**src/rtl/gpio_in_monitor_pkg.sv**
```systemverilog
// Shared constants for the discrete-input monitor: the default debounce length
// for a 100 MHz clock and the board signal map for the channel indices.
package gpio_in_monitor_pkg;

  localparam int DEBOUNCE_100M = 1000;  // 10 us at 100 MHz
  localparam int SYNC_DEFAULT  = 2;

  typedef enum int {
    CH_CW_LIMIT_STAT   = 0,
    CH_CCW_LIMIT_STAT  = 1,
    CH_FUSE_OK         = 2,
    CH_WATER_LOW_ERROR = 3,
    CH_FLOW_ERROR      = 4,
    CH_LOOP_STATE      = 5
  } ch_idx_e;

  // The counter must be able to hold DEBOUNCE_CYCLES-1 without wrapping.
  function automatic int cnt_width(input int cycles);
    return (cycles < 1) ? 1 : $clog2(cycles + 1);
  endfunction

endpackage

```
**src/rtl/gpio_in_monitor_debounce_ch.sv**
```systemverilog
// One input channel: synchroniser, debounce counter, debounced level,
// registered edge pulses and a software-clearable sticky change flag.
module gpio_debounce_ch
  import gpio_in_monitor_pkg::*;
#(
  parameter int   SYNC_STAGES     = SYNC_DEFAULT,
  parameter int   DEBOUNCE_CYCLES = DEBOUNCE_100M,
  parameter logic RST_VAL         = 1'b0
) (
  input  logic clk,
  input  logic rst,
  input  logic din,
  input  logic en,
  input  logic clr_sticky,
  output logic stable,
  output logic rise_pulse,
  output logic fall_pulse,
  output logic sticky
);

  localparam int            CW       = cnt_width(DEBOUNCE_CYCLES);
  localparam logic [CW-1:0] CNT_LAST = CW'(DEBOUNCE_CYCLES - 1);

  logic [SYNC_STAGES-1:0] sync_q;
  logic [CW-1:0]          cnt;
  logic                   s;
  logic                   accept;

  // The synchroniser runs even when the channel is disabled.
  always_ff @(posedge clk or posedge rst) begin
    if (rst) begin
      sync_q <= {SYNC_STAGES{RST_VAL}};
    end else begin
      // NOTE: non-blocking keeps every stage sampling the previous cycle's value, so this is a true shift chain.
      sync_q <= {sync_q[SYNC_STAGES-2:0], din};
    end
  end

  assign s      = sync_q[SYNC_STAGES-1];
  assign accept = en && (s != stable) && (cnt == CNT_LAST);

  always_ff @(posedge clk or posedge rst) begin
    if (rst) begin
      cnt        <= '0;
      stable     <= RST_VAL;
      rise_pulse <= 1'b0;
      fall_pulse <= 1'b0;
      sticky     <= 1'b0;
    end else begin
      rise_pulse <= accept && s;
      fall_pulse <= accept && !s;

      if (!en || (s == stable) || accept) cnt <= '0;
      else                                cnt <= cnt + 1'b1;

      if (accept) stable <= s;

      // A new change outranks a clear arriving on the same edge.
      if (!en)             sticky <= 1'b0;
      else if (accept)     sticky <= 1'b1;
      else if (clr_sticky) sticky <= 1'b0;
    end
  end

endmodule

```
**src/rtl/gpio_in_monitor.sv**
```systemverilog
// N-channel discrete input conditioner: one debounce channel per input plus
// the registered all-enabled-high check and sticky-flag interrupt.
module gpio_in_monitor
  import gpio_in_monitor_pkg::*;
#(
  parameter int                NUM_CH          = 88,
  parameter int                SYNC_STAGES     = SYNC_DEFAULT,
  parameter int                DEBOUNCE_CYCLES = DEBOUNCE_100M,
  parameter logic [NUM_CH-1:0] RST_VAL         = {NUM_CH{1'b0}}
) (
  input  logic              CLK_100M,
  input  logic              rst,
  input  logic [NUM_CH-1:0] din,
  input  logic [NUM_CH-1:0] ch_en,
  input  logic [NUM_CH-1:0] clr_sticky,
  output logic [NUM_CH-1:0] stable,
  output logic [NUM_CH-1:0] rise_pulse,
  output logic [NUM_CH-1:0] fall_pulse,
  output logic [NUM_CH-1:0] sticky,
  output logic              all_high,
  output logic              irq
);

  for (genvar i = 0; i < NUM_CH; i++) begin : g_ch
    gpio_debounce_ch #(
      .SYNC_STAGES    (SYNC_STAGES),
      .DEBOUNCE_CYCLES(DEBOUNCE_CYCLES),
      .RST_VAL        (RST_VAL[i])
    ) u_ch (
      .clk       (CLK_100M),
      .rst       (rst),
      .din       (din[i]),
      .en        (ch_en[i]),
      .clr_sticky(clr_sticky[i]),
      .stable    (stable[i]),
      .rise_pulse(rise_pulse[i]),
      .fall_pulse(fall_pulse[i]),
      .sticky    (sticky[i])
    );
  end

  // Disabled channels read as high so they never block the AND.
  always_ff @(posedge CLK_100M or posedge rst) begin
    if (rst) begin
      all_high <= 1'b0;
      irq      <= 1'b0;
    end else begin
      all_high <= &(stable | ~ch_en);
      irq      <= |sticky;
    end
  end

endmodule

```
**config.mk**
```make
export PLATFORM = sky130hd
export DESIGN_NAME = gpio_in_monitor
export DESIGN_NICKNAME = d
export VERILOG_FILES = /design/src/rtl/gpio_in_monitor_pkg.sv /design/src/rtl/gpio_in_monitor_debounce_ch.sv /design/src/rtl/gpio_in_monitor.sv
export SDC_FILE = /design/constraint.sdc
export NUM_CORES = 2
export LEC_CHECK = 0
export CORE_UTILIZATION = 36
export CTS_CLUSTER_SIZE = 20
export DETAILED_ROUTE_END_ITERATION = 12
export PLACE_DENSITY = 0.54
export SYNTH_ARGS = -nofsm -noshare
export SYNTH_HDL_FRONTEND = slang
export SYNTH_SLANG_ARGS = --single-unit
```
**constraint.sdc**
```tcl
create_clock -name CLK_100M -period 56.9 [get_ports CLK_100M]
set_input_delay 11.38 -clock CLK_100M [delete_from_list [all_inputs] [get_ports CLK_100M]]
set_output_delay 11.38 -clock CLK_100M [all_outputs]
set_load 0.005 [all_outputs]
```
==> results_tabular.tex <==
\begin{tabular}{lr}
\hline
Metric & Value \\
\hline
\multicolumn{2}{l}{\textbf{STA}} \\
Max Transition Viols Final & 0 \\
Worst relative slew slack & 22.8\% \\
Crit path setup slack, layout & 41.99 ns \\
Number of failing hold endpoints at the final stage & 0 \\
Setup TNS & 0 ns \\
Setup repair after global routing missed its margin & no \\
Fin crit share & 26.2\% \\
Minimum clock period & 14.91 ns \\
Transition time at the pin with the least slew margin & 1.15 ns \\
Setup skew after layout & 0.0226 ns \\
Fmax & 67.1 MHz \\
Final setup violation count & 0 \\
\multicolumn{2}{l}{\textbf{Floorplan}} \\
Horizontal die dimension & 419 microns \\
Die Area & 0.176 sq mm \\
Starting Density & 36.4\% \\
Standard cell core area & 0.172 sq mm \\
Count of standard-cell rows & 152 \\
Die Y-Extent & 419 microns \\
Number of I/O pins & 620 \\
\multicolumn{2}{l}{\textbf{Clocking}} \\
Root cell of the clock tree & sky130\_fd\_sc\_hd\_\_clkbuf\_16 \\
Number of buffers inserted to repair setup after CTS & 0 \\
CTS Buf Count & 161 \\
Clock latency on the worst-skew pair & 0.80 ns \\
Count of instances resized after the clock tree is built & 0 \\
Clk slew on worst S/H paths & 0.05 ns \\
Clock net sink count & 1410 \\
Max clock buf depth & 3 \\
CTS HTree Levels & 4 \\
TritonCTS clock tree & built \\
Post-cts hold buffer count & 0 \\
\multicolumn{2}{l}{\textbf{Place}} \\
HPWL Detailed & 108000 microns \\
DP Area & 0.0694 sq mm \\
Setup WS pre-CTS & 40.92 ns \\
RePlAce Congestion & 0.809 \\
I/O Buffers & 619 \\
\multicolumn{2}{l}{\textbf{Route}} \\
Detailed-route via count & 40.1k \\
Routed wire length per instance & 16.3 microns \\
Number of DRC markers in iteration 0 & 2025 \\
Vias per cell & 4.51 \\
Antenna-violating nets left & 0 \\
Remaining design rule violation count & 0 \\
Met3 Wirelength & 5810 microns \\
Routed length on met2 & 71500 microns \\
Total iterations of the first detailed-routing run & 5 \\
Total Routed Length & 145000 microns \\
Detailed-route wire length on metal 1 & 62700 microns \\
Uppermost routed layer & met5 \\
\multicolumn{2}{l}{\textbf{Logic synthesis}} \\
Syn Std Cell Area & 0.0626 sq mm \\
Cells after synthesis & 5979 \\
Sequential-to-total area share from yosys stat & 56.3\% \\
Ys Warns & 0 \\
Average cell area after synthesis & 10.5 sq um \\
Netlist cell types & 32 \\
Synth Register Bits & 1410 \\
Synthesized netlist net count & 6333 \\
\multicolumn{2}{l}{\textbf{Cells and area}} \\
Most common cell after layout, fill and taps aside & sky130\_fd\_sc\_hd\_\_dfrtp\_1 \\
Highest-count cells in the layout ignoring fill and taps & sky130\_fd\_sc\_hd\_\_dfrtp\_1, sky130\_fd\_sc\_hd\_\_nor2\_1, sky130\_fd\_sc\_hd\_\_clkdlybuf4s50\_1 \\
Final cell area excluding filler cells & 0.0750 sq mm \\
Relative area change from synthesis to final layout & 19.8\% \\
Number of nets in the finished design & 6795 \\
Fraction of layout cells with a size suffix above 1 & 8.60\% \\
\multicolumn{2}{l}{\textbf{Setup path}} \\
Worst reg-to-reg setup slack & 53.84 ns \\
Required time of the critical path & 57.72 ns \\
Number of buffers and inverters on the critical path & 6 \\
Worst-case reg-to-reg path depth & 4 \\
CP Capture Type & async pin \\
List of cells traversed by the critical path & clkdlybuf4s50\_1 -> inv\_8 -> buf\_4 -> buf\_4 -> buf\_4 -> buf\_4 \\
Critical-path top delay cell & sky130\_fd\_sc\_hd\_\_buf\_4 \\
Highest fanout seen on the critical path & 137 \\
Critical path class & in -> async \\
Reg-to-Reg Start & g\_ch[39].u\_ch.sticky\$\_DFFE\_PP0P\_ \\
CP arrival & 15.74 ns \\
Cell type with the highest occurrence count on the critical path & sky130\_fd\_sc\_hd\_\_buf\_4 \\
CP delay by family, top & buffers and inverters \\
Kind of start point of the critical path & input pin \\
Biggest cell delay along the critical path & 0.80 ns \\
Crit Reg-Reg Endpoint & irq\$\_DFF\_PP0\_ \\
\multicolumn{2}{l}{\textbf{Hold path}} \\
HP Start & g\_ch[51].u\_ch.sync\_q[0]\$\_DFF\_PP0\_ \\
Cell depth of the worst min-delay path & 0 \\
Terminating pin of the worst hold path & g\_ch[51].u\_ch.sync\_q[1]\$\_DFF\_PP0\_ \\
HP Class & reg -> reg \\
\multicolumn{2}{l}{\textbf{Global route}} \\
First-pass GRT wire length & 229000 microns \\
Number of global-route vias before repair & 40.7k \\
Leftover overflow at the end of global routing & 0 \\
Maximum number of pins on one net before global-route repair & 181 \\
GRT Total Usage & 16.7\% \\
Number of antenna violations at the first check in global routing & 11 \\
\multicolumn{2}{l}{\textbf{Outcome}} \\
Run status & finished clean \\
\multicolumn{2}{l}{\textbf{Power and ir drop}} \\
Leakage Power & 32.4 nW \\
Worst ir drop on vdd & 0.0000293 V \\
Areal power density over the cells & 29.1 mW/mm\^{}2 \\
\multicolumn{2}{l}{\textbf{Run}} \\
Maxcap violations & 0 \\
\hline
\end{tabular}
==> worst max path at each step <==
stage,start,end,cells past startpoint
after floorplan,rst,all_high$_DFF_PP0_,1
after global placement,rst,g_ch[15].u_ch.sticky$_DFFE_PP0P_,6
after detailed placement,rst,g_ch[62].u_ch.sticky$_DFFE_PP0P_,6
after CTS,rst,g_ch[54].u_ch.sticky$_DFFE_PP0P_,6
after global routing,rst,g_ch[4].u_ch.stable$_DFFE_PP0P_,6
final,rst,g_ch[54].u_ch.stable$_DFFE_PP0P_,6
==> area by class of cell <==
type                            instances  area, sq um
Antenna cell                            7         17.5
Clock buffer                          229         4740
Clock inverter                         66          878
Fill cell                           16466        97100
Inverter                              260          983
Multi-Input combinational cell       3957        23800
Sequential cell                      1410        35300
Tap cell                             2310         2890
Timing Repair Buffer                  651         6470
==> routing by layer <==
metal	global-route usage [%]	up-vias
li1	-	19950
met1	20.8	19402
met2	28.7	538
met3	3.36	221
met4	5.79	8
met5	0	-
==> metrics by stage <==
stage | instances | hold WS [ns] | power, mW | util [%]
2_1_floorplan | 5979 | 0.331 | 1.08 | -
3_3_place_gp | 8588 | 0.332 | 1.12 | 40.3
3_5_place_dp | 8588 | 0.335 | 1.12 | 40.3
4_1_cts | 8883 | 0.342 | 2.22 | 43.6
5_1_grt | 8886 | 0.346 | 2.27 | 43.6
6_report | 8890 | 0.338 | 2.18 | 43.6
==> Yosys cell counts <==
cell type	instances	area, sq um
sky130_fd_sc_hd__inv_1	260	976
sky130_fd_sc_hd__o2111ai_1	2	17.5
sky130_fd_sc_hd__o21ai_2	2	17.5
sky130_fd_sc_hd__nand4_1	99	619
sky130_fd_sc_hd__ha_1	88	1100
sky130_fd_sc_hd__nor2_2	85	532
sky130_fd_sc_hd__nor4_1	31	194
sky130_fd_sc_hd__and3_1	89	557
sky130_fd_sc_hd__or2_1	85	532
sky130_fd_sc_hd__or4_4	85	957
sky130_fd_sc_hd__o21ai_1	3	15.0
sky130_fd_sc_hd__dfrtp_1	1410	35300
sky130_fd_sc_hd__nor3_1	172	861
sky130_fd_sc_hd__or4b_1	2	20.0
sky130_fd_sc_hd__o21ai_0	4	20.0
sky130_fd_sc_hd__or2_2	2	12.5
sky130_fd_sc_hd__nor2_1	1152	4320
sky130_fd_sc_hd__nand2b_1	6	37.5
sky130_fd_sc_hd__xor2_1	354	3100
sky130_fd_sc_hd__o22ai_1	38	238
sky130_fd_sc_hd__nand3b_1	82	616
sky130_fd_sc_hd__and4_1	1	8.76
sky130_fd_sc_hd__nand3_1	179	896
sky130_fd_sc_hd__or4_1	1	7.51
sky130_fd_sc_hd__buf_4	352	2640
sky130_fd_sc_hd__a21o_1	3	22.5
sky130_fd_sc_hd__and2_1	170	1060
sky130_fd_sc_hd__nand2_1	613	2300
sky130_fd_sc_hd__xnor2_1	438	3840
sky130_fd_sc_hd__mux2_1	85	957
sky130_fd_sc_hd__nand3_2	84	841
sky130_fd_sc_hd__a221oi_1	2	17.5
==> power by group <==
group	internal, mW	switching (mW)	total (mW)
combinational	0.0259	0.0477	0.0736
sequential	1.02	0.00837	1.02
clock	0.658	0.427	1.09
total	1.70	0.483	2.18
==> worst reg2reg max path, cell delays in order (launching register included) <==
cell and delay (ns):
sky130_fd_sc_hd__dfrtp_1 0.58, sky130_fd_sc_hd__nor4_2 0.93, sky130_fd_sc_hd__nand4_1 0.58, sky130_fd_sc_hd__nor4_1 0.59
sky130_fd_sc_hd__nand4_1 0.19
==> logic make-up after synthesis <==
logic type / Yosys count / synth area share [%]
buffers and inverters: 612 / 5.78
xor gates and xnor gates: 792 / 11.1
and+or+nand+nor: 2938 / 23.0
DFF: 1410 / 56.3
adders and majority gates: 88 / 1.76
AOI/OAI and AO/OA: 54 / 0.555
muxes: 85 / 1.53
==> flip-flops by register name, indices dropped and copies added, names as in the netlist <==
register              cells
g_ch.u_ch.fall_pulse     88
irq                       1
g_ch.u_ch.stable         88
g_ch.u_ch.cnt           880
g_ch.u_ch.rise_pulse     88
g_ch.u_ch.sync_q        176
all_high                  1
g_ch.u_ch.sticky         88
(Power assumes the default switching activity.)
